$ cat src/rtl/disp_pkg.sv
// Shared types and helpers for the multiplexed 7-segment scan controller.
// Holds the display register bundle, the index width helper and the
// one-cold digit-select decoder.
package disp_pkg;

    localparam int unsigned MAX_DIG   = 8;
    localparam int unsigned MAX_IDX_W = 3;
    localparam int unsigned HEX_W     = MAX_DIG * 4;

    // One bank of display data (used for both shadow and active copies).
    // Sized for the largest supported digit count; unused digits stay zero.
    typedef struct packed {
        logic [MAX_DIG-1:0][3:0] hex;
        logic [MAX_DIG-1:0]      points;
        logic [MAX_DIG-1:0]      les;
        logic [MAX_DIG-1:0]      blink;
    } disp_regs_t;

    // Digit index width; never narrower than one bit.
    function automatic int unsigned idx_w(input int unsigned ndig);
        return (ndig > 1) ? $clog2(ndig) : 1;
    endfunction

    // Active-low one-cold digit select for the given index.
    function automatic logic [MAX_DIG-1:0] an_decode(input logic [MAX_IDX_W-1:0] idx);
        return ~(MAX_DIG'(1) << idx);
    endfunction

endpackage

$ cat src/rtl/disp_scan_ctrl_if.sv
// Host and decoder-side signal bundle of disp_scan_ctrl.
//   master: drives hexs/points/les/blink/load, observes pending and decoder lines
//   slave : the controller; drives pending, D, point, LE, AN, frame_done
interface disp_scan_ctrl_if #(
    parameter int unsigned NDIG = 4
);
    logic [4*NDIG-1:0] hexs;
    logic [NDIG-1:0]   points;
    logic [NDIG-1:0]   les;
    logic [NDIG-1:0]   blink;
    logic              load;
    logic              pending;
    logic [3:0]        D;
    logic              point;
    logic              LE;
    logic [NDIG-1:0]   AN;
    logic              frame_done;

    modport master (
        output hexs, points, les, blink, load,
        input  pending, D, point, LE, AN, frame_done
    );

    modport slave (
        input  hexs, points, les, blink, load,
        output pending, D, point, LE, AN, frame_done
    );
endinterface

$ cat src/rtl/scan_prescaler.sv
// Free-running divider that marks the last cycle of each digit slot.
//   clk, rst  : clock and synchronous active-high reset
//   tick_c_o  : high while the counter sits at SCAN_DIV-1
module scan_prescaler #(
    parameter int unsigned SCAN_DIV = 100000
) (
    input  logic clk,
    input  logic rst,
    output logic tick_c_o
);
    localparam int unsigned    CNT_W    = $clog2(SCAN_DIV);
    localparam logic [CNT_W-1:0] CNT_LAST = CNT_W'(SCAN_DIV - 1);

    logic [CNT_W-1:0] cnt_q;
    logic [CNT_W-1:0] cnt_d;

    // Counter register.
    always_ff @(posedge clk) begin
        if (rst) begin
            cnt_q <= '0;
        end else begin
            cnt_q <= cnt_d;
        end
    end

    // Count 0..SCAN_DIV-1 and wrap.
    always_comb begin
        cnt_d = cnt_q + CNT_W'(1);
        if (cnt_q == CNT_LAST) begin
            cnt_d = '0;
        end
    end

    assign tick_c_o = (cnt_q == CNT_LAST);

endmodule

$ cat src/rtl/disp_scan_ctrl.sv
// Time-multiplexes NDIG hex digits onto one shared hex-to-7-segment decoder,
// with per-digit blanking/blinking and frame-aligned host updates.
//   clk, rst : clock and synchronous active-high reset
//   bus      : slave side of disp_scan_ctrl_if (host inputs, decoder outputs)
module disp_scan_ctrl
    import disp_pkg::*;
#(
    parameter int unsigned NDIG         = 4,
    parameter int unsigned SCAN_DIV     = 100000,
    parameter int unsigned BLINK_FRAMES = 64
) (
    input  logic             clk,
    input  logic             rst,
    disp_scan_ctrl_if.slave  bus
);
    localparam int unsigned      IDX_W      = idx_w(NDIG);
    localparam int unsigned      BC_W       = (BLINK_FRAMES > 1) ? $clog2(BLINK_FRAMES) : 1;
    localparam logic [IDX_W-1:0] LAST_IDX   = IDX_W'(NDIG - 1);
    localparam logic [BC_W-1:0]  BLINK_LAST = BC_W'(BLINK_FRAMES - 1);
    localparam disp_regs_t       RST_REGS   = '{hex: '0, points: '0, les: '1, blink: '0};

    logic                 tick_c;
    logic                 boundary_c;
    logic [MAX_IDX_W-1:0] idx_ext_c;
    disp_regs_t           in_c;

    logic [IDX_W-1:0] idx_q,         idx_d;
    logic [BC_W-1:0]  blink_cnt_q,   blink_cnt_d;
    logic             blink_phase_q, blink_phase_d;
    logic             pending_q,     pending_d;
    disp_regs_t       shadow_q,      shadow_d;
    disp_regs_t       active_q,      active_d;

    scan_prescaler #(
        .SCAN_DIV (SCAN_DIV)
    ) u_prescaler (
        .clk      (clk),
        .rst      (rst),
        .tick_c_o (tick_c)
    );

    // Last cycle of the last digit slot: the only point active data may change.
    assign boundary_c = tick_c && (idx_q == LAST_IDX);
    assign idx_ext_c  = MAX_IDX_W'(idx_q);

    // Host inputs widened into the register bundle.
    always_comb begin
        in_c        = '0;
        in_c.hex    = HEX_W'(bus.hexs);
        in_c.points = MAX_DIG'(bus.points);
        in_c.les    = MAX_DIG'(bus.les);
        in_c.blink  = MAX_DIG'(bus.blink);
    end

    // State registers.
    always_ff @(posedge clk) begin
        if (rst) begin
            idx_q         <= '0;
            blink_cnt_q   <= '0;
            blink_phase_q <= 1'b0;
            pending_q     <= 1'b0;
            shadow_q      <= RST_REGS;
            active_q      <= RST_REGS;
        end else begin
            idx_q         <= idx_d;
            blink_cnt_q   <= blink_cnt_d;
            blink_phase_q <= blink_phase_d;
            pending_q     <= pending_d;
            shadow_q      <= shadow_d;
            active_q      <= active_d;
        end
    end

    // Next-state: digit walk, blink timing and shadow/active handover.
    always_comb begin
        idx_d         = idx_q;
        blink_cnt_d   = blink_cnt_q;
        blink_phase_d = blink_phase_q;
        pending_d     = pending_q;
        shadow_d      = shadow_q;
        active_d      = active_q;

        if (tick_c) begin
            idx_d = (idx_q == LAST_IDX) ? '0 : idx_q + IDX_W'(1);
        end

        if (boundary_c) begin
            if (blink_cnt_q == BLINK_LAST) begin
                blink_cnt_d   = '0;
                blink_phase_d = ~blink_phase_q;
            end else begin
                blink_cnt_d = blink_cnt_q + BC_W'(1);
            end

            // A load in the boundary cycle bypasses the shadow entirely.
            if (bus.load) begin
                active_d = in_c;
            end else if (pending_q) begin
                active_d = shadow_q;
            end
            pending_d = 1'b0;
        end else if (bus.load) begin
            shadow_d  = in_c;
            pending_d = 1'b1;
        end
    end

    // Decoder drive straight from registered state.
    assign bus.D          = active_q.hex[idx_ext_c];
    assign bus.point      = active_q.points[idx_ext_c];
    assign bus.LE         = active_q.les[idx_ext_c] | (active_q.blink[idx_ext_c] & blink_phase_q);
    assign bus.AN         = NDIG'(an_decode(idx_ext_c));
    assign bus.frame_done = boundary_c;
    assign bus.pending    = pending_q;

endmodule

$ cat src/flat_wrapper.sv
// flat-port wrapper written by rule: the top's interface ports become plain ports
module disp_scan_ctrl_flat import disp_pkg::*;
#(
    parameter int unsigned NDIG         = 4,
    parameter int unsigned SCAN_DIV     = 100000,
    parameter int unsigned BLINK_FRAMES = 64
)
  (clk, rst, bus_hexs, bus_points, bus_les, bus_blink, bus_load, bus_pending, bus_D, bus_point, bus_LE, bus_AN, bus_frame_done);
  disp_scan_ctrl_if #(.NDIG(NDIG)) bus_i ();
  input  logic clk;
  input  logic rst;
  input wire logic [$bits(bus_i.hexs)-1:0] bus_hexs;
  input wire logic [$bits(bus_i.points)-1:0] bus_points;
  input wire logic [$bits(bus_i.les)-1:0] bus_les;
  input wire logic [$bits(bus_i.blink)-1:0] bus_blink;
  input wire logic [$bits(bus_i.load)-1:0] bus_load;
  output wire logic [$bits(bus_i.pending)-1:0] bus_pending;
  output wire logic [$bits(bus_i.D)-1:0] bus_D;
  output wire logic [$bits(bus_i.point)-1:0] bus_point;
  output wire logic [$bits(bus_i.LE)-1:0] bus_LE;
  output wire logic [$bits(bus_i.AN)-1:0] bus_AN;
  output wire logic [$bits(bus_i.frame_done)-1:0] bus_frame_done;
  assign bus_i.hexs = bus_hexs;
  assign bus_i.points = bus_points;
  assign bus_i.les = bus_les;
  assign bus_i.blink = bus_blink;
  assign bus_i.load = bus_load;
  assign bus_pending = bus_i.pending;
  assign bus_D = bus_i.D;
  assign bus_point = bus_i.point;
  assign bus_LE = bus_i.LE;
  assign bus_AN = bus_i.AN;
  assign bus_frame_done = bus_i.frame_done;
  disp_scan_ctrl #(.NDIG(NDIG), .SCAN_DIV(SCAN_DIV), .BLINK_FRAMES(BLINK_FRAMES)) u_core (.clk(clk), .rst(rst), .bus(bus_i));
endmodule
$ cat config.mk
export PLATFORM = sky130hd
export DESIGN_NAME = disp_scan_ctrl_flat
export DESIGN_NICKNAME = d
export VERILOG_FILES = /design/src/rtl/disp_pkg.sv /design/src/rtl/disp_scan_ctrl_if.sv /design/src/rtl/scan_prescaler.sv /design/src/rtl/disp_scan_ctrl.sv /design/src/flat_wrapper.sv
export SDC_FILE = /design/constraint.sdc
export NUM_CORES = 1
export LEC_CHECK = 0
export ABC_AREA = 1
export CAP_MARGIN = 20
export CORE_AREA = 5 5 77 108
export DETAILED_ROUTE_END_ITERATION = 7
export DIE_AREA = 0 0 82 113
export GPL_ROUTABILITY_DRIVEN = 0
export PLACE_DENSITY = 0.73
export SLEW_MARGIN = 20
export SYNTH_ARGS = -nofsm -noshare
export SYNTH_HDL_FRONTEND = slang
export SYNTH_HIERARCHICAL = 1
export SYNTH_SLANG_ARGS = --single-unit
$ cat constraint.sdc
create_clock -name clk -period 2 [get_ports clk]
set_input_delay 0.3 -clock clk [delete_from_list [all_inputs] [get_ports clk]]
set_output_delay 0.3 -clock clk [all_outputs]
set_load 0.05 [all_outputs]
==> flow_metrics.py <==
metrics = {
    "critical_path": {
        "critical_path_buf_inv_count": 1,
        "r2r_slack_ps": 180,
        "reg2reg_depth": 12,
        "required_ps": 1700,
        "critPathLaunch": "u_core/bus.pending",
        "critPathKind": "reg2out",
        "r2r-start": "u_core/u_prescaler/cnt_q[1]",
        "crit_path_end_kind": "output pin",
        "critPathMaxStageDelay_ps": 840,
        "r2r-end": "u_core/active_q[2]",
        "cp_slowest_cell": "clkdlybuf4s50_1",
        "startpoint_type": "flip-flop",
        "cp.depth": 1,
        "crit_end": "bus_pending",
        "cp.arrival_ps": 1610,
        "crit_family": "buffers and inverters",
        "path_cells": "clkdlybuf4s50_1",
        "crit_fanout": 3,
    },
    "timing": {
        "relSlewSlack_pct": 66.7,
        "fmax_mhz": 523,
        "fin_crit_ps": 1910,
        "post-route-period-util_pct": 95.6,
        "finalClockSkew_ps": 10.9,
        "finalSetupViolCount": 0,
        "fin_setup_tns_ps": 0,
        "rsz0062_at_grt": "no",
        "hold_viol": 0,
        "slew_violations": 0,
        "worst_pin_slew_ps": 497,
    },
    "global_route": {
        "grt_pass1_vias": 3619,
        "grt_use_total_pct": 21.7,
        "grt_first_pass_wirelength_mm": 15.8,
        "grt_max_degree": 61,
        "antenna_found_initial": 0,
        "grt_overflow": 0,
    },
    "floorplanning": {
        "die_y_um": 113,
        "core_area_um2": 7220,
        "start_util_pct": 54.3,
        "io_pins": 43,
        "dieArea_um2": 9270,
        "die_w_um": 82,
        "rows": 37,
    },
    "route": {
        "drtPass1Iterations": 5,
        "routed_via_density": 5.13,
        "drtIter0Drc": 221,
        "vias": 3692,
        "routed_wl_mm": 9.14,
        "post_drt_wl_per_cell_um": 12.7,
        "remaining_drc_errors": 0,
        "antenna_left": 0,
    },
    "synth": {
        "syn_nets": 604,
        "synth-adder-area-share_pct": 1.91,
        "synth-xor-area-share_pct": 1.34,
        "synthMuxAreaShare_pct": 0,
        "yosys_register_bits": 83,
        "synth_compound_area_share_pct": 15.8,
        "synth.distinct_cells": 35,
        "synth_area_um2": 3920,
        "synthSimpleGateAreaFrac_pct": 29.7,
        "synth_top_family_by_area": "simple AND/OR/NAND/NOR gates",
        "synth_enable_flop_cells": 0,
        "synthCells": 567,
        "yosysWarnings": 6,
        "synthFlopType": "dfxtp_1",
        "async_flop_share_pct": 0,
        "synth.avg_cell_area_um2": 6.92,
        "synth-seq-area-share_pct": 42.3,
    },
    "final_layout": {
        "drive_gt1_share_pct": 13.3,
        "num_antenna_cells": 0,
        "final_nets": 654,
        "area_growth_pct": 20.8,
    },
    "clocking": {
        "clk_pin_slew_ps": 80,
        "cts_tree": "built",
        "htree_levels": 3,
        "clock-root-buffer": "clkbuf_8",
        "cts_buffers": 9,
        "clock_sinks": 83,
        "cts_hold_buf": 0,
        "clk_latency_ps": 360,
        "cts_buffer_depth": 2,
    },
    "power_and_ir_drop": {
        "vdd_ir_drop_max_mv": 0.518,
        "total_power_w": 0.00309,
        "leakagePower_nw": 1.98,
        "power_density_nw_per_um2": 653,
    },
    "job": {
        "maxCapViolations": 0,
    },
    "worst_hold_path": {
        "whs_path_depth": 2,
        "hp-class": "reg2reg",
    },
    "status": {
        "status": "completed",
    },
    "place": {
        "numPortBuffers": 42,
        "hpwl_mm": 6.49,
    },
}
-- per-stage QoR --
step / cell area, um2 / cells / util (%) / hold slack, ps / worst slack, ps
CTS: 4690 / 714 / 64.9 / 452 / 1.62
global placement: 4470 / 697 / 61.9 / 432 / 124
finish: 4740 / 719 / 65.6 / 449 / 87.6
global route: 4740 / 719 / 65.6 / 472 / 4.55
detailed placement: 4470 / 697 / 61.9 / 441 / 49.4
floorplan: 3930 / 567 / - / 372 / 87.5
-- power breakdown --
group          internal (W)  switching [W]  leakage (nW)  total (W)
registers           0.00170      0.0000206         0.680    0.00172
clock network      0.000515       0.000594        0.0884    0.00111
logic              0.000121       0.000146          1.21   0.000267
total               0.00233       0.000761          1.98    0.00309
-- synthesized netlist by cell type (2+ instances only) --
cell type	number	share of area [%]
a21oi_1	24	3.1
buf_1	2	0.19
buf_2	6	0.77
buf_4	2	0.38
buf_6	4	1.1
clkbuf_1	7	0.67
dfxtp_1	83	42
ha_1	6	1.9
inv_1	51	4.9
inv_2	2	0.19
nand2_1	120	11
nand2_2	3	0.48
nand2_4	2	0.57
nand3_1	18	2.3
nand4_1	6	0.96
nor2_1	110	11
nor2_2	14	2.2
o211ai_1	3	0.57
o21ai_0	74	9.4
o21ai_1	7	0.89
o22ai_1	5	0.80
xnor2_1	5	1.1
-- repair_timing --
action	in CTS	in global routing
setup endpoints to repair	4	9
setup buffers	1	5
pin swaps	2	2
gates resized for setup	10	6
-- layout make-up --
cell class	count	area (um2)
tap	97	121
multi-input combinational	407	1940
clock buffer	12	155
clock inverter	4	25.0
sequential	83	1670
timing repair buffer	62	616
inverter	54	213
fill	682	2480
-- cells by family (layout without fill, tap and decap cells) --
family	count (synthesis)	after routing
flops	83	83
buf+inv	77	132
xor+xnor	6	6
fa+ha+maj	6	6
compound gates	117	117
simple gates	278	278
-- worst reg2reg max path: cells and delay by family (launching register included) --
kind,cells,cell delay [ps]
simple gates,5,470
compound gates,2,220
flops,1,370
buf+inv,4,500
fa+ha+maj,1,150
-- routing by layer --
layer / GRT usage [%] / part of all wire (%)
met1: 23.2 / 40
met2: 38.9 / 53
met3: 5.73 / 4.3
met4: 9.42 / 2.7
met5: 0 / 0
-- worst min path at each step --
| stage | startpoint | to | slack (ps) |
|---|---|---|---|
| after detailed placement | u_core/shadow_q[18] | u_core/shadow_q[18] | 440 |
| after global placement | u_core/shadow_q[33] | u_core/shadow_q[33] | 430 |
| after floorplan | rst | u_core/idx_q[1] | 370 |
| after CTS | u_core/shadow_q[28] | u_core/shadow_q[28] | 450 |
| final | u_core/shadow_q[28] | u_core/shadow_q[28] | 450 |
| after global routing | u_core/shadow_q[28] | u_core/shadow_q[28] | 470 |
-- registers in the layout (all words and copies together) (netlist names) --
signal / flops
u_core/bus.pending: 1
u_core/idx_q: 2
u_core/u_prescaler/cnt_q: 17
u_core/shadow_q: 28
u_core/blink_phase_q: 1
u_core/blink_cnt_q: 6
u_core/active_q: 28
-- layout by cell type (no fill, tap or decap), types with 2 or more instances in the layout --
master and n:
nor2_1 109, nand3_1 18, xnor2_1 5, ha_1 5, inv_1 49, dfxtp_1 77
o21ai_1 7, buf_4 24, clkdlybuf4s50_1 31, clkinvlp_4 3, nand2_4 2, nand2_2 3
o211ai_1 3, dfxtp_2 5, clkbuf_8 11, o21ai_0 74, buf_12 6, inv_2 2
nand2_1 120, nand4_1 6, clkinv_2 3, nor2_2 15, o22ai_1 5, a21oi_1 24
(Power assumes the default switching activity.)
